File: src/rtl/steer_pkg.sv
// Shared types and default constants for the rider-presence / steering-enable block.
package steer_pkg;

  // Controller states. 2'b11 is unused and recovers to IDLE.
  typedef enum logic [1:0] {
    IDLE  = 2'd0,
    WAIT  = 2'd1,
    STEER = 2'd2
  } state_t;

  // Default weight thresholds for a 12-bit load-cell path. The gap between
  // them is the mount/step-off hysteresis band.
  localparam logic [11:0] DEF_ON_WEIGHT  = 12'h200;
  localparam logic [11:0] DEF_OFF_WEIGHT = 12'h1C0;

  // Settle dwell: 1.3 s at 50 MHz, and a short dwell for simulation.
  localparam int unsigned SETTLE_CYC_DEF = 65_000_000;
  localparam int unsigned FAST_CYC_DEF   = 16384;

endpackage

File: src/rtl/steer_en_ctrl_if.sv
// Load-cell inputs and steering-enable outputs of steer_en_ctrl.
// Signal contract: there is no valid/ready handshake. lft_ld, rght_ld and
// fast_sim are sampled on every rising clk edge; all outputs are registered
// and are valid every cycle.
interface steer_en_ctrl_if
  import steer_pkg::*;
#(
  parameter int LD_W = 12
);

  logic [LD_W-1:0] lft_ld;
  logic [LD_W-1:0] rght_ld;
  logic            fast_sim;
  logic [LD_W-1:0] ld_cell_diff;
  logic            en_steer;
  logic            rider_off;
  state_t          state_o;

  // Driver side (A2D / test stimulus).
  modport master (
    output lft_ld, rght_ld, fast_sim,
    input  ld_cell_diff, en_steer, rider_off, state_o
  );

  // Controller side.
  modport slave (
    input  lft_ld, rght_ld, fast_sim,
    output ld_cell_diff, en_steer, rider_off, state_o
  );

endinterface

File: src/rtl/sat_timer.sv
// Saturating up-counter with synchronous clear. full is asserted once the
// count has reached limit-1, so a clear followed by continuous inc gives a
// dwell of exactly limit cycles before full is acted upon.
module sat_timer #(
  parameter int W = 8
) (
  input  logic         clk,
  input  logic         rst,
  input  logic         clr,
  input  logic         inc,
  input  logic [W-1:0] limit,
  output logic         full
);

  logic [W-1:0] cnt;

  // Clear wins over increment; the count sticks at all-ones instead of wrapping.
  always_ff @(posedge clk or posedge rst) begin
    if (rst) begin
      cnt <= '0;
    end else if (clr) begin
      cnt <= '0;
    end else if (inc && (cnt != '1)) begin
      cnt <= cnt + W'(1);
    end
  end

  // A zero limit is treated as already full rather than underflowing limit-1.
  assign full = (limit == '0) || (cnt >= (limit - W'(1)));

endmodule

File: src/rtl/steer_en_ctrl.sv
// Rider-presence and steering-enable controller. Registers the two load-cell
// readings, derives sum / |difference| and the settle and step-off
// thresholds, and runs the IDLE -> WAIT -> STEER state machine with
// registered en_steer and a one-cycle rider_off pulse.
module steer_en_ctrl
  import steer_pkg::*;
#(
  parameter int              LD_W         = 12,
  parameter logic [LD_W-1:0] ON_WEIGHT    = LD_W'(DEF_ON_WEIGHT),
  parameter logic [LD_W-1:0] OFF_WEIGHT   = LD_W'(DEF_OFF_WEIGHT),
  parameter int              SETTLE_SHIFT = 2,
  parameter int              STEP_SHIFT   = 4,
  parameter int              STEP_DB      = 4,
  parameter int              TMR_W        = 26,
  parameter int unsigned     SETTLE_CYC   = SETTLE_CYC_DEF,
  parameter int unsigned     FAST_CYC     = FAST_CYC_DEF
) (
  input logic            clk,
  input logic            rst,
  steer_en_ctrl_if.slave bus
);

  localparam int SW = $clog2(STEP_DB) + 1;

  logic [LD_W-1:0] lft_r;
  logic [LD_W-1:0] rght_r;
  logic [LD_W-1:0] diff_r;

  logic [LD_W:0]   sum;
  logic [LD_W:0]   diff_s;
  logic [LD_W:0]   diff_mag;
  logic [LD_W:0]   settle_thr;
  logic [LD_W:0]   step_thr;

  logic            on_cond;
  logic            off_cond;
  logic            settle_viol;
  logic            step_cand;

  logic [TMR_W-1:0] limit;
  logic             tmr_clr;
  logic             tmr_inc;
  logic             tmr_full;
  logic             step_clr;
  logic             step_inc;
  logic             step_full;

  state_t           state;
  logic             en_steer_r;
  logic             rider_off_r;

  // Stage 1 input registers plus the registered |lft-rght| output.
  always_ff @(posedge clk or posedge rst) begin
    if (rst) begin
      lft_r  <= '0;
      rght_r <= '0;
      diff_r <= '0;
    end else begin
      lft_r  <= bus.lft_ld;
      rght_r <= bus.rght_ld;
      diff_r <= diff_mag[LD_W-1:0];
    end
  end

  // Sum and difference carry one extra bit so neither can overflow; all
  // threshold compares below are unsigned on LD_W+1 bits.
  always_comb begin
    sum         = {1'b0, lft_r} + {1'b0, rght_r};
    diff_s      = {1'b0, lft_r} - {1'b0, rght_r};
    diff_mag    = diff_s[LD_W] ? ((LD_W + 1)'(0) - diff_s) : diff_s;
    settle_thr  = sum >> SETTLE_SHIFT;
    step_thr    = sum - (sum >> STEP_SHIFT);
    on_cond     = sum > {1'b0, ON_WEIGHT};
    off_cond    = sum < {1'b0, OFF_WEIGHT};
    settle_viol = diff_mag > settle_thr;
    step_cand   = diff_mag > step_thr;
  end

  // Dwell limit follows fast_sim combinationally so a change takes effect at once.
  assign limit = bus.fast_sim ? TMR_W'(FAST_CYC) : TMR_W'(SETTLE_CYC);

  // Settle timer runs only in WAIT and restarts on every balance violation;
  // the step-off debouncer runs only in STEER and restarts on any clean cycle.
  always_comb begin
    tmr_clr  = (state != WAIT) || settle_viol;
    tmr_inc  = (state == WAIT);
    step_clr = (state != STEER) || !step_cand;
    step_inc = (state == STEER);
  end

  sat_timer #(.W(TMR_W)) u_settle_tmr (
    .clk   (clk),
    .rst   (rst),
    .clr   (tmr_clr),
    .inc   (tmr_inc),
    .limit (limit),
    .full  (tmr_full)
  );

  sat_timer #(.W(SW)) u_step_db (
    .clk   (clk),
    .rst   (rst),
    .clr   (step_clr),
    .inc   (step_inc),
    .limit (SW'(STEP_DB)),
    .full  (step_full)
  );

  // State machine with registered Moore outputs; rider_off is set only on
  // the edge that drops a rider back to IDLE, so it lasts one cycle.
  always_ff @(posedge clk or posedge rst) begin
    if (rst) begin
      state       <= IDLE;
      en_steer_r  <= 1'b0;
      rider_off_r <= 1'b0;
    end else begin
      rider_off_r <= 1'b0;
      case (state)
        IDLE: begin
          en_steer_r <= 1'b0;
          if (on_cond) begin
            state <= WAIT;
          end
        end
        WAIT: begin
          if (off_cond) begin
            state       <= IDLE;
            rider_off_r <= 1'b1;
          end else if (!settle_viol && tmr_full) begin
            state      <= STEER;
            en_steer_r <= 1'b1;
          end
        end
        STEER: begin
          if (off_cond) begin
            state       <= IDLE;
            en_steer_r  <= 1'b0;
            rider_off_r <= 1'b1;
          end else if (step_cand && step_full) begin
            state      <= WAIT;
            en_steer_r <= 1'b0;
          end
        end
        default: begin
          state      <= IDLE;
          en_steer_r <= 1'b0;
        end
      endcase
    end
  end

  assign bus.ld_cell_diff = diff_r;
  assign bus.en_steer     = en_steer_r;
  assign bus.rider_off    = rider_off_r;
  assign bus.state_o      = state;

endmodule

File: src/flat_wrapper.sv
// flat-port wrapper written by rule: the top's interface ports become plain ports
module steer_en_ctrl_flat import steer_pkg::*;
#(
  parameter int              LD_W         = 12,
  parameter logic [LD_W-1:0] ON_WEIGHT    = LD_W'(DEF_ON_WEIGHT),
  parameter logic [LD_W-1:0] OFF_WEIGHT   = LD_W'(DEF_OFF_WEIGHT),
  parameter int              SETTLE_SHIFT = 2,
  parameter int              STEP_SHIFT   = 4,
  parameter int              STEP_DB      = 4,
  parameter int              TMR_W        = 26,
  parameter int unsigned     SETTLE_CYC   = SETTLE_CYC_DEF,
  parameter int unsigned     FAST_CYC     = FAST_CYC_DEF
)
  (clk, rst, bus_lft_ld, bus_rght_ld, bus_fast_sim, bus_ld_cell_diff, bus_en_steer, bus_rider_off, bus_state_o);
  steer_en_ctrl_if #(.LD_W(LD_W)) bus_i ();
  input logic clk;
  input logic rst;
  input wire logic [$bits(bus_i.lft_ld)-1:0] bus_lft_ld;
  input wire logic [$bits(bus_i.rght_ld)-1:0] bus_rght_ld;
  input wire logic [$bits(bus_i.fast_sim)-1:0] bus_fast_sim;
  output wire logic [$bits(bus_i.ld_cell_diff)-1:0] bus_ld_cell_diff;
  output wire logic [$bits(bus_i.en_steer)-1:0] bus_en_steer;
  output wire logic [$bits(bus_i.rider_off)-1:0] bus_rider_off;
  output wire logic [$bits(bus_i.state_o)-1:0] bus_state_o;
  assign bus_i.lft_ld = bus_lft_ld;
  assign bus_i.rght_ld = bus_rght_ld;
  assign bus_i.fast_sim = bus_fast_sim;
  assign bus_ld_cell_diff = bus_i.ld_cell_diff;
  assign bus_en_steer = bus_i.en_steer;
  assign bus_rider_off = bus_i.rider_off;
  assign bus_state_o = bus_i.state_o;
  steer_en_ctrl #(.LD_W(LD_W), .ON_WEIGHT(ON_WEIGHT), .OFF_WEIGHT(OFF_WEIGHT), .SETTLE_SHIFT(SETTLE_SHIFT), .STEP_SHIFT(STEP_SHIFT), .STEP_DB(STEP_DB), .TMR_W(TMR_W), .SETTLE_CYC(SETTLE_CYC), .FAST_CYC(FAST_CYC)) u_core (.clk(clk), .rst(rst), .bus(bus_i));
endmodule
File: config.mk
export PLATFORM = sky130hd
export DESIGN_NAME = steer_en_ctrl_flat
export DESIGN_NICKNAME = d
export VERILOG_FILES = /design/src/rtl/steer_pkg.sv /design/src/rtl/steer_en_ctrl_if.sv /design/src/rtl/sat_timer.sv /design/src/rtl/steer_en_ctrl.sv /design/src/flat_wrapper.sv
export SDC_FILE = /design/constraint.sdc
export NUM_CORES = 1
export LEC_CHECK = 0
export ABC_AREA = 1
export ABC_CLOCK_PERIOD_IN_PS = 12700
export BUFFER_PORTS_ARGS = -buffer_cell sky130_fd_sc_hd__buf_2
export CORE_ASPECT_RATIO = 2
export CORE_UTILIZATION = 30
export CTS_CLUSTER_DIAMETER = 150
export DETAILED_ROUTE_END_ITERATION = 10
export GPL_ROUTABILITY_DRIVEN = 0
export PLACE_DENSITY_LB_ADDON = 0.1
export SLEW_MARGIN = 20
export SYNTH_ARGS = -nofsm -noshare
export SYNTH_HDL_FRONTEND = slang
export SYNTH_SLANG_ARGS = --single-unit
File: constraint.sdc
create_clock -name clk -period 12.7 [get_ports clk]
set_input_delay 1.27 -clock clk [delete_from_list [all_inputs] [get_ports clk]]
set_output_delay 1.27 -clock clk [all_outputs]
set_load 0.01 [all_outputs]
# After elaboration in Yosys (flattened, before gate mapping)
# Cells that the tools add are included.
[totals] reg_bits=69 latch_bits=0 ram_bits=0 romBits=0 in_bits=27 output_inout_bits=16 elab_cells=67 mem_count=0
[classes] addsub=7 multipliers=0 div=0 magnitude_cmp=6 eq_ne=11 shift=0 muxes=19 bitwise_logic=0 n_reduce_logical=16
[op_table] cell="$mux W26" n=3
[op_table] cell="$add A26 B1 Y26 const B" n=1
[op_table] cell="$ge A26 B26 Y1" n=1
[op_table] cell="$logic_not A26 Y1" n=1
[op_table] cell="$ne A26 B26 Y1 const B" n=1
[op_table] cell="$sub A26 B1 Y26 const B" n=1
[op_table] cell="$add A12 B12 Y13" n=1
[op_table] cell="$gt A13 B10 Y1 const B" n=1
[op_table] cell="$gt A13 B11 Y1" n=1
[op_table] cell="$gt A13 B13 Y1" n=1
[op_table] cell="$lt A13 B9 Y1 const B" n=1
[op_table] cell="$mux W13" n=1
[op_table] cell="$sub A1 B13 Y13 const A" n=1
[op_table] cell="$sub A12 B12 Y13" n=1
[op_table] cell="$sub A13 B9 Y13" n=1
[op_table] cell="$mux W2" n=5
[op_table] cell="$mux W1" n=6
[op_table] cell="$mux W3" n=2
[op_table] cell="$ne A2 B1 Y1 const B" n=3
[op_table] cell="$ne A3 B1 Y1 const B" n=2
[op_table] cell="$pmux W2 S3" n=1
[op_table] cell="$reduce_and A3 Y1" n=2
[op_table] cell="$logic_and A1 B1 Y1" n=4
[op_table] cell="$ne A2 B2 Y1 const B" n=2
[op_table] cell="11 further kinds" n=15

# Depth between registers and ports, before layout
# Gate-level depths: netlist of run 1.
[depth] word_depth=9 mapped_depth=37 depth_no_buf=36

# Hierarchy
# From an unflattened synthesis of run 1, not the netlist that was laid out.
[hier_totals] hier_cells=1120 hier_area_um2=7544.7
[by_module_without_submodules] mod="steer_en_ctrl" instances=1 cells_per_inst=567 area_per_inst_um2=4087.7 seq_area_each_um2=1001.0
[by_module_without_submodules] mod="sat_timer at u_core.u_settle_tmr" instances=1 cells_per_inst=513 area_per_inst_um2=3156.8 seq_area_each_um2=650.6
[by_module_without_submodules] mod="sat_timer at u_core.u_step_db" instances=1 cells_per_inst=40 area_per_inst_um2=300.3 seq_area_each_um2=75.1

# Worst setup path before layout of run 1
# No wires, ideal clock.
[synth_timing] path_kind="flip-flop to flip-flop" from="reg u_core.rght_r[4]" to="reg u_core.state[0], in the netlist u_core.bus.state_o[0]" setup_time_ns=0.117 arrival_ns=4.429 t_required_ns=12.583 setup_slack_ns=8.154 path_stages_with_launch=37 n_path_buf=1 synth_period_minus_slack_ns=4.546 path_cell_list="dfrtp_1 > inv_1 > ha_1 > buf_2 > inv_1 > nand2_1 > nor2_1 > nor2_1 > nand2_1 > xor2_1 > inv_1 > ha_1 > a21oi_1 > o21ai_0 > a21oi_1 > nor2_1 > nor2_1 > nor2_1 > nand2_1 > nand2_1 > nand2_1 > a21oi_1 > o21ai_1 > nand3_1 > xor2_1 > ha_1 > nand2_1 > nor4_1 > o21ai_0 > a21oi_1 > nand2_1 > nand3_1 > inv_2 > a21oi_2 > nand2_1 > nand2_1 > nand2_1"
[synth_between] elab_chain_len=8 elab_cells_between_ends=19 cone_classes="add/sub: 4; order compare: 4; eq/ne: 3; mux: 4; reduce/logical: 4"
[synth_rtl] element="start, declared" line_no="steer_en_ctrl.sv:26" rtl="logic [LD_W-1:0] rght_r;"
[synth_rtl] element="start signal, assigned" line_no="steer_en_ctrl.sv:60" rtl="rght_r <= bus.rght_ld;"
[synth_rtl] element="$sub A12 B12 Y13" line_no="steer_en_ctrl.sv:69" rtl="diff_s = {1'b0, lft_r} - {1'b0, rght_r};"
[synth_rtl] element="$sub A1 B13 Y13" line_no="steer_en_ctrl.sv:70" rtl="diff_mag = diff_s[LD_W] ? ((LD_W + 1)'(0) - diff_s) : diff_s;"
[synth_rtl] element="$mux W13" line_no="steer_en_ctrl.sv:70"
[synth_rtl] element="$gt A13 B11 Y1" line_no="steer_en_ctrl.sv:75" rtl="settle_viol = diff_mag > settle_thr;"
[synth_rtl] element="$logic_not A1 Y1" line_no="steer_en_ctrl.sv:129" rtl="end else if (!settle_viol && tmr_full) begin"
[synth_rtl] element="$logic_and A1 B1 Y1" line_no="steer_en_ctrl.sv:129"
[synth_rtl] element="$ne A3 B1 Y1 (no source line)"
[synth_rtl] element="$reduce_and A3 Y1 (no source line)"
[synth_rtl] element="end signal, assigned" line_no="steer_en_ctrl.sv:127" rtl="state <= IDLE;"
[synth_rtl] element="end signal, assigned" line_no="steer_en_ctrl.sv:130" rtl="state <= STEER;"
[synth_rtl] element="end signal, assigned" line_no="steer_en_ctrl.sv:136" rtl="state <= IDLE;"
[synth_rtl] element="end, declared" line_no="steer_en_ctrl.sv:48" rtl="state_t state;"
# Parallel ways exist; a longest one is shown, timed or not.
# A chain may end at the register's enable or synchronous reset.

# Final worst setup path of run 1
[layout_timing] from="reg u_core.rght_r[5]" to="reg u_core.state[1], in the netlist u_core.bus.state_o[1]"
# Same word-level chain as after synthesis.

==> run metrics, run 1 <==
status finished clean; top-area cell type share of the netlist area 0.290; Worst VDD drop between 60 and 70 µV; HPWL Detailed 13700 µm; Initial Util 0.307; power consumption 0.000918 W; DR DRC count 0; Resized Gates After CTS 0; leading post-synthesis cells by cell area dfrtp_1 (29%), ha_1 (17%), nand2_1 (11%), inv_1 (6.3%), nor2_1 (5.3%); most frequent cells in the layout nand2_1 (169), inv_1 (99), nor2_1 (84), ha_1 (82), dfrtp_1 (69); Crit Path Max Fanout 6; clock share of power 0.263; sequential area share after synthesis 0.290; Worst Skew 0.0110 ns; final worst slack 7.39 ns; Mapped Cells 784; n_diodes 0; Flop pwr share 0.276; RSZ-0062 raised after global routing no; leading area contributor after synthesis dfrtp_1; CP bufs+invs 4; CP peak stage delay 0.39 ns; Filler cells 2115; crit path DAT 5.56 ns; fin crit share 0.418; Num CTS Buffers 9; TritonCTS clock tree done; Psw approximately 0.00038 W; Rows 72; gr ovfl total 0; Synthesized Nets 896; Avg Inst Size Synth 7.60 µm²; yosys warns 0; flops & latches, synth 69; final setup fails 0; hold slack 0.527 ns; vias in the first global route 5613; register-to-register setup slack around 7.4 ns; Lkg Pwr between 3 and 4 nW; pin slew with the least headroom to its limit slightly above 0.9 ns; Non-Filler Instances 1094; Peak Freq 0.188 GHz; dpl cells 1079; PortBufs 42; total core area 0.0194 mm²; setup TNS 0 ns; I/O pins 43; CP endpoint kind flop; Reg clk slew, reported paths about 0.060 ns; post-CTS setup buffers 0; Post-Syn Area roughly 0.006 mm²; Root Buffer clkbuf_16; P per Cell Area 137 mW/mm²; Power Internal around 0.00054 W; DR WL/cell around 15 µm; Chip Width slightly above 100 µm; Slew Viols, Final 0; most common cell after layout, fill and taps aside nand2_1; die height ~200 µm; final hold viol count 0; Hold/Removal Path Class reg2reg; Sw Share 0.412; WL final 16600 µm; Max-slew headroom 0.379; Max-Cap Viols 0; most frequent cell on the critical path nand2_1; Distinct cells, synth 43; dpl ws around 7.4 ns; gr usage total 0.178; Comb power frac 0.461; time the worst path needs with I/O delays and setup 5.31 ns; largest net degree at the start of global routing 70; Area Growth Syn to Fin 12.8%; Starting DRT DRC Count 173; Hold Buf Count CTS 0; Antenna Nets Post-Route 0; CTS sink cnt 69; layout cell share with drive strength beyond 1 0.137; CP required approximately 13 ns; CP startpoint kind flop; router iterations before antenna repair 4; DR vias 5252; Slowest cell on crit path ha_1; Vias per Instance 4.80; worst skew pair latency 0.35 ns; htree depth 3; NumNets Final 943; CP Class reg2reg; Clock Tree Buf Depth 2; antenna violations before repair 0; Die ar. 0.0205 mm²; Top Family by Delay on Critical Path simple AND/OR/NAND/NOR gates; first-pass GRT wire length 27400 µm
-- state kept, by name (all words and copies together) (netlist names) --
| name | flops |
|---|---|
| u_core.u_settle_tmr.cnt | 26 |
| u_core.bus.ld_cell_diff | 12 |
| u_core.lft_r | 12 |
| u_core.rght_r | 12 |
| u_core.u_step_db.cnt | 3 |
| u_core.bus.state_o | 2 |
| u_core.bus.en_steer | 1 |
| u_core.bus.rider_off | 1 |
-- cell families after synthesis --
family          Yosys count  share of synthesized area
simple gates            386                      0.295
buf+inv                 114                     0.0777
compound gates           90                     0.0937
fa+ha+maj                85                      0.182
flops                    69                      0.290
xor+xnor                 39                     0.0599
mux                       1                    0.00168
-- stage by stage --
| stage | util | area, µm² |
|---|---|---|
| after floorplan | - | 5960 |
| after global placement | 0.332 | 6440 |
| after detailed placement | 0.332 | 6440 |
| after CTS | 0.347 | 6720 |
| after global routing | 0.347 | 6720 |
| final | 0.347 | 6720 |
-- path summary, 6_finish.rpt --
| path | start | to | depth (start not counted) |
|---|---|---|---|
| worst max register to register | u_core.rght_r[5]$_DFF_PP0_ | u_core.bus.state_o[1]$_DFFE_PP0P_ | 35 |
| worst min register to register | u_core.bus.en_steer$_DFFE_PP0P_ | u_core.bus.en_steer$_DFFE_PP0P_ | 2 |
| max in group asynchronous | rst | u_core.bus.ld_cell_diff[5]$_DFF_PP0_ | 3 |
| min in group asynchronous | rst | u_core.lft_r[7]$_DFF_PP0_ | 3 |
| worst max-delay path | u_core.rght_r[5]$_DFF_PP0_ | u_core.bus.state_o[1]$_DFFE_PP0P_ | 35 |
| worst min-delay path | u_core.bus.en_steer$_DFFE_PP0P_ | u_core.bus.en_steer$_DFFE_PP0P_ | 2 |
-- power by group through the flow --
stage                     Clock (W)  Combinational, W  Sequential (W)
after floorplan                   0          0.000306        0.000263
after global placement            0          0.000425        0.000257
after detailed placement          0          0.000428        0.000258
after CTS                  0.000253          0.000430        0.000254
after global routing       0.000259          0.000488        0.000257
final                      0.000241          0.000423        0.000254
-- synth_stat cells, drive strengths merged --
cell type and number:
a211oi 6, a21o 6, a21oi 46, a221oi 1
a31o 1, a31oi 3, and3 1, buf 7
dfrtp 69, fa 3, ha 82, inv 107
mux2i 1, nand2 186, nand3 60, nand3b 2
nand4 16, nor2 90, nor3 20, nor3b 4
nor4 6, o21ai 20, o21bai 5, o22ai 1
o31ai 1, or2 1, xnor2 9, xor2 30
-- routing by layer --
layer / GRT usage / routed length (µm) / vias up
met5: 0 / 0 / -
met4: 0.107 / 900 / 0
met3: 0.0313 / 455 / 42
met2: 0.359 / 9750 / 105
met1: 0.151 / 5490 / 2455
li1: - / - / 2650
-- cell type report --
class | instances | area, µm² | share of cell area
multi-input cells | 601 | 3770 | 0.561
inverters | 107 | 404 | 0.0602
clock buffers | 14 | 274 | 0.0408
clock inverters | 1 | 5.00 | 0.000745
well taps | 259 | 324 | 0.0482
repair buffers | 43 | 218 | 0.0324
flip-flops and latches | 69 | 1730 | 0.257
-- worst register-to-register path, delay by kind of cell (launching register included) --
family,cells,cell delay [ns]
adders and majority gates,3,1.02
DFF,1,0.35
buffers and inverters,4,0.44
xor gates and xnor gates,2,0.53
and+or+nand+nor,18,1.79
AOI/OAI and AO/OA,8,1.11
No activity file was read; power rests on OpenSTA's default activity.
==> run 2, diff against run 1 <==
Settings changed: ABC_CLOCK_PERIOD_IN_PS 12700 to 4500.
Clock period 12.7 ns to 4.5 ns, I/O delays scaled along.
==> run 2 against run 1 <==
The run now ends with setup timing left. Maximum frequency grew 16%. Die area did not move. Total power grew to 3.4 times the previous value. Wire length up 5.1%. Register-to-register slack got worse by 7.5 ns. Clock power grew to 3.4 times the previous value. Global-route usage up 0.86 points. Critical path type unchanged.
==> run metrics, run 2 (same netlist as run 1, synthesis figures left out) <==
status finished, violations left (was finished clean); failing checks setup timing; reg2reg start u_core.rght_r[0]$_DFF_PP0_ (was u_core.rght_r[5]$_DFF_PP0_); fin crit share 1.02 (was 0.418); Worst R2R Path Depth 34 (was 35); DR DRC count 0 (unchanged); Chip Width 102 µm (unchanged); Power Internal 0.00193 W (was 0.000540 W); Vias per Instance 4.69 (was 4.80); crit path DAT 4.83 ns (was 5.56 ns); Crit Path Max Fanout 4 (was 6); layout cell share with drive strength beyond 1 0.301 (was 0.137); pin slew with the least headroom to its limit 0.897 ns (was 0.931 ns); DR vias 5553 (was 5252); Lkg Pwr 3.93 nW (was 3.42 nW); Sw Share 0.391 (was 0.412); Reg clk slew, reported paths 0.06 ns (about the same); Peak Freq 0.217 GHz (was 0.188 GHz); gr usage total 0.186 (was 0.178); final hold viol count 0 (unchanged); met2 Use GR 0.363 (was 0.359); Starting DRT DRC Count 137 (was 173); most frequent cell on the critical path buf_4 (was nand2_1); Clock Tree Buf Depth 2 (unchanged); P per Cell Area 400 mW/mm² (was 137 mW/mm²); antenna violations before repair 0 (unchanged); CP endpoint kind flop (unchanged); final setup fails 3 (was 0); Die ar. 0.0205 mm² (unchanged); Antenna Nets Post-Route 0 (unchanged); met1 Resource Use GR 0.165 (was 0.151); NumNets Final 1031 (was 943); Slew Viols, Final 0 (unchanged); Comb power frac 0.512 (was 0.461); max reg flops 26 (unchanged); global route hottest layer met2 (unchanged); HPWL Detailed 14400 µm (was 13700 µm); time the worst path needs with I/O delays and setup 4.60 ns (was 5.31 ns); CP required 4.74 ns (was 12.94 ns); hold slack 0.202 ns (was 0.527 ns); power consumption 0.00316 W (was 0.000918 W); most frequent cells in the layout nand2_1 (160), inv_1 (87), buf_4 (84), nor2_1 (74) (was nand2_1 (169), inv_1 (99), nor2_1 (84), ha_1 (82), dfrtp_1 (69)); Worst Skew 0.00972 ns (was 0.0110 ns); Worst VDD drop 178 µV (was 67.9 µV); Max-slew headroom 0.401 (was 0.379); crit path launch u_core.rght_r[0]$_DFF_PP0_ (was u_core.rght_r[5]$_DFF_PP0_); router iterations before antenna repair 6 (was 4); dpl cells 1155 (was 1079); Slowest cell on crit path dfrtp_1 (was ha_1); register-to-register setup slack -0.1 ns (was 7.39 ns); largest net degree at the start of global routing 41 (was 70); CP startpoint kind flop (unchanged); gr ovfl total 0 (unchanged); I/O pins 43 (unchanged); RSZ-0062 raised after global routing yes (was no); Rows 72 (unchanged); htree depth 3 (unchanged); Biggest register u_core.u_settle_tmr.cnt (unchanged); final worst slack -0.0978 ns (was 7.39 ns); Num CTS Buffers 9 (unchanged); Psw 0.00124 W (was 0.000378 W); met3 usage 0.0278 (was 0.0313); DR WL/cell 14.7 µm (was 15.2 µm); Area Growth Syn to Fin 32.6% (was 12.8%); Flop pwr share 0.227 (was 0.276); total core area 0.0194 mm² (unchanged); PortBufs 42 (unchanged); worst skew pair latency 0.35 ns (about the same); CP Class reg2reg (unchanged); FF-to-FF End u_core.bus.state_o[1]$_DFFE_PP0P_ (unchanged); Initial Util 0.307 (unchanged); crit path to u_core.bus.state_o[1]$_DFFE_PP0P_ (unchanged); Non-Filler Instances 1183 (was 1094); CP peak stage delay 0.35 ns (was 0.39 ns); CTS sink cnt 69 (unchanged); Max-Cap Viols 0 (unchanged); vias in the first global route 5998 (was 5613); most common cell after layout, fill and taps aside nand2_1 (unchanged); die height 201 µm (unchanged); first-pass GRT wire length 28800 µm (was 27400 µm); WL final 17400 µm (was 16600 µm); final core occ 0.408 (was 0.347); Hold/Removal Path Class in2reg (was reg2reg); TritonCTS clock tree done (unchanged); clock share of power 0.261 (was 0.263); Root Buffer clkbuf_16 (unchanged); n_diodes 0 (unchanged)
-- run 2: cell types whose count changed in the layout (fill, tap and decap cells not counted), moves of 5 or more --
cell     before  now
xor2_1       28   23
nor2_2        6   12
a21oi_2       7   13
o21ai_0      16   11
nor2_1       84   74
buf_6         0    5
inv_2         7   16
nand2_1     169  160
ha_1         82   68
inv_1        99   87
a21oi_1      39   31
ha_4          0   11
nand2_2      16   23
buf_4         1   84
-- run 2: per-layer routing --
layer  share of wire  vias to the layer above
met4           0.069                        0
met1            0.33                     2581
met2            0.58                       85
met5               0                        -
met3           0.020                       54
li1                -                     2833
-- run 2: layout make-up --
| type | count | area (µm²) |
|---|---|---|
| fillers | 2013 | 11500 |
| multi-input cells | 601 | 4190 |
| flip-flops and latches | 69 | 1730 |
| repair buffers | 131 | 897 |
| inverters | 107 | 412 |
| well taps | 259 | 324 |
| clock buffers | 13 | 280 |
| clock inverters | 3 | 65.1 |
-- run 2: power by group through the flow --
stage | clock [W] | combinational [W] | sequential, W
after detailed placement | 0 | 0.00141 | 0.000726
after global routing | 0.000876 | 0.00182 | 0.000725
after CTS | 0.000851 | 0.00155 | 0.000716
after floorplan | 0 | 0.000864 | 0.000744
final | 0.000826 | 0.00162 | 0.000717
after global placement | 0 | 0.00139 | 0.000726
-- run 2: per-stage QoR --
step	setup WS, ns	instance area (µm²)	setup TNS, ns
after global placement	-0.511	7020	-1.84
final	-0.0978	7900	-0.267
after detailed placement	-0.649	7020	-2.51
after floorplan	0.0219	5960	0
after CTS	-0.0699	7690	-0.202
after global routing	-0.458	7900	-1.67
-- run 2: worst min-delay path by stage --
| stage | from | to | slack [ns] | cells after the start |
|---|---|---|---|---|
| global placement | u_core.bus.en_steer$_DFFE_PP0P_ | u_core.bus.en_steer$_DFFE_PP0P_ | 0.53 | 2 |
| CTS | bus_rght_ld[3] | u_core.rght_r[3]$_DFF_PP0_ | 0.19 | 1 |
| finish | bus_rght_ld[3] | u_core.rght_r[3]$_DFF_PP0_ | 0.20 | 1 |
| detailed placement | u_core.bus.en_steer$_DFFE_PP0P_ | u_core.bus.en_steer$_DFFE_PP0P_ | 0.54 | 2 |
| floorplan | bus_lft_ld[0] | u_core.lft_r[0]$_DFF_PP0_ | 0.48 | 0 |
| global route | bus_rght_ld[4] | u_core.rght_r[4]$_DFF_PP0_ | 0.19 | 1 |
-- run 2: what timing repair did --
action,in CTS,in global routing
hold endpoints to repair,0,0
cloned,0,0
setup endpoints to repair,6,16
setup buffers,9,4
pin swaps,32,32
gates resized for setup,58,43
hold buffers,0,0
-- run 2: critical path: cells and delay by family (launching register included) --
family | cells | cell delay [ns]
adder cells (fa/ha/maj) | 4 | 1.15
AND/OR/NAND/NOR | 12 | 1.11
buffers and inverters | 11 | 1.08
AO/OA/AOI/OAI | 6 | 0.64
flip-flops | 1 | 0.35
XOR/XNOR | 1 | 0.16
==> run 3, diff against run 2 <==
Settings changed: TNS_END_PERCENT set to 20.
==> run 3 against run 2 <==
Wire length did not move. Setup slack did not move. The run still ends with setup timing left. Sequential cell count did not move. Cell count did not move. Highest routed layer unchanged. Sequential share of layout area did not move.
==> run metrics, run 3 (same netlist as run 1, synthesis figures left out) <==
gr ovfl total 0 (unchanged); Rows 72 (unchanged); Hold/Removal Path Class in2reg (unchanged); CP endpoint kind flop (unchanged); failing checks setup timing (unchanged); Clock Tree Buf Depth 2 (unchanged); Area Growth Syn to Fin 32.6% (unchanged); most frequent cell on the critical path buf_4 (unchanged); die height 201 µm (unchanged); Finished Cell Area 0.00790 mm² (unchanged); max reg flops 26 (unchanged); CTS sink cnt 69 (unchanged); Antenna Nets Post-Route 0 (unchanged); antenna violations before repair 0 (unchanged); crit path DAT 4.83 ns (about the same); FF-to-FF End u_core.bus.state_o[1]$_DFFE_PP0P_ (unchanged); PortBufs 42 (unchanged); most frequent cells in the layout nand2_1 (160), inv_1 (87), buf_4 (84), nor2_1 (74) (unchanged); P per Cell Area 400 mW/mm² (unchanged); Worst VDD drop 178 µV (unchanged); Filler cells 2013 (unchanged); htree depth 3 (unchanged); crit path to u_core.bus.state_o[1]$_DFFE_PP0P_ (unchanged); crit path launch u_core.rght_r[0]$_DFF_PP0_ (unchanged); I/O pins 43 (unchanged); Slew Viols, Final 0 (unchanged); Peak Freq 0.217 GHz (unchanged); Reg clk slew, reported paths 0.06 ns (about the same); status finished, violations left (unchanged); DR DRC count 0 (unchanged); Max-Cap Viols 0 (unchanged); final setup fails 3 (unchanged); CP peak stage delay 0.35 ns (about the same); pin slew with the least headroom to its limit 0.897 ns (unchanged); gr usage total 0.186 (unchanged); DR vias 5553 (unchanged); Slowest cell on crit path dfrtp_1 (unchanged); Biggest register u_core.u_settle_tmr.cnt (unchanged); Num CTS Buffers 9 (unchanged); dpl ws -0.649 ns (unchanged); CP required 4.74 ns (about the same); first-pass GRT wire length 28800 µm (unchanged); fin crit share 1.02 (unchanged); Hold Buf Count CTS 0 (unchanged); CP Class reg2reg (unchanged); Root Buffer clkbuf_16 (unchanged); NumNets Final 1031 (unchanged); register-to-register setup slack -0.1 ns (about the same); Worst Skew 0.00972 ns (unchanged); final core occ 0.408 (unchanged); Vias per Instance 4.69 (unchanged); TritonCTS clock tree done (unchanged); hold slack 0.202 ns (unchanged); CP startpoint kind flop (unchanged); final worst slack -0.0978 ns (unchanged); HPWL Detailed 14400 µm (unchanged); n_diodes 0 (unchanged); Non-Filler Instances 1183 (unchanged); time the worst path needs with I/O delays and setup 4.60 ns (unchanged); Chip Width 102 µm (unchanged); Worst R2R Path Depth 34 (unchanged); dpl cell area 0.00702 mm² (unchanged); reg2reg start u_core.rght_r[0]$_DFF_PP0_ (unchanged); Max-slew headroom 0.401 (unchanged); Starting DRT DRC Count 137 (unchanged); WL final 17400 µm (unchanged); RSZ-0062 raised after global routing yes (unchanged); worst skew pair latency 0.35 ns (about the same); vias in the first global route 5998 (unchanged); largest net degree at the start of global routing 41 (unchanged); layout cell share with drive strength beyond 1 0.301 (unchanged); router iterations before antenna repair 6 (unchanged); DR WL/cell 14.7 µm (unchanged); Lkg Pwr 3.93 nW (unchanged); Crit Path Max Fanout 4 (unchanged); Die ar. 0.0205 mm² (unchanged); dpl cells 1155 (unchanged); final hold viol count 0 (unchanged); Initial Util 0.307 (unchanged); most common cell after layout, fill and taps aside nand2_1 (unchanged); total core area 0.0194 mm² (unchanged)
run 3: how the worst min path moves through the flow:
stage | from | end | slack [ns] | cells past startpoint
floorplan | bus_lft_ld[0] | u_core.lft_r[0]$_DFF_PP0_ | 0.48 | 0
CTS | bus_rght_ld[3] | u_core.rght_r[3]$_DFF_PP0_ | 0.19 | 1
finish | bus_rght_ld[3] | u_core.rght_r[3]$_DFF_PP0_ | 0.20 | 1
global route | bus_rght_ld[4] | u_core.rght_r[4]$_DFF_PP0_ | 0.19 | 1
detailed placement | u_core.bus.en_steer$_DFFE_PP0P_ | u_core.bus.en_steer$_DFFE_PP0P_ | 0.54 | 2
global placement | u_core.bus.en_steer$_DFFE_PP0P_ | u_core.bus.en_steer$_DFFE_PP0P_ | 0.53 | 2
run 3: through the flow:
stage	setup TNS, ns	power [W]
after floorplan	0	0.00161
after global placement	-1.84	0.00212
after detailed placement	-2.51	0.00213
after CTS	-0.202	0.00311
after global routing	-1.67	0.00342
final	-0.267	0.00316
run 3: what timing repair did:
item                                    CTS  global route
pin swaps                                32            32
endpoints found under the setup margin    6            16
gates resized for setup                  58            43
setup buffers                             9             4
run 3: area by class of cell:
type / instances / area (µm²) / share of cell area
clock buffers: 13 / 280 / 0.0355
clock inverters: 3 / 65.1 / 0.00824
inverters: 107 / 412 / 0.0521
multi-input cells: 601 / 4190 / 0.531
flip-flops and latches: 69 / 1730 / 0.219
well taps: 259 / 324 / 0.0410
repair buffers: 131 / 897 / 0.114
run 3: layer usage:
metal	vias up	GRT usage	part of all wire
met5	-	0	0
met4	0	0.135	0.069
met3	54	0.0278	0.020
met2	85	0.363	0.58
met1	2581	0.165	0.33
li1	2833	-	-
run 3: power by group:
part           internal, W  switching (W)
clock             0.000545       0.000281
sequential        0.000681      0.0000360
combinational     0.000702       0.000918
total              0.00193        0.00124
run 3: worst max-delay path, delay by kind of cell, from the launching register on:
kind / cells / cell delay, ns
flip-flops: 1 / 0.35
XOR/XNOR: 1 / 0.16
AND/OR/NAND/NOR: 12 / 1.11
buffers and inverters: 11 / 1.08
adder cells (fa/ha/maj): 4 / 1.15
AO/OA/AOI/OAI: 6 / 0.64
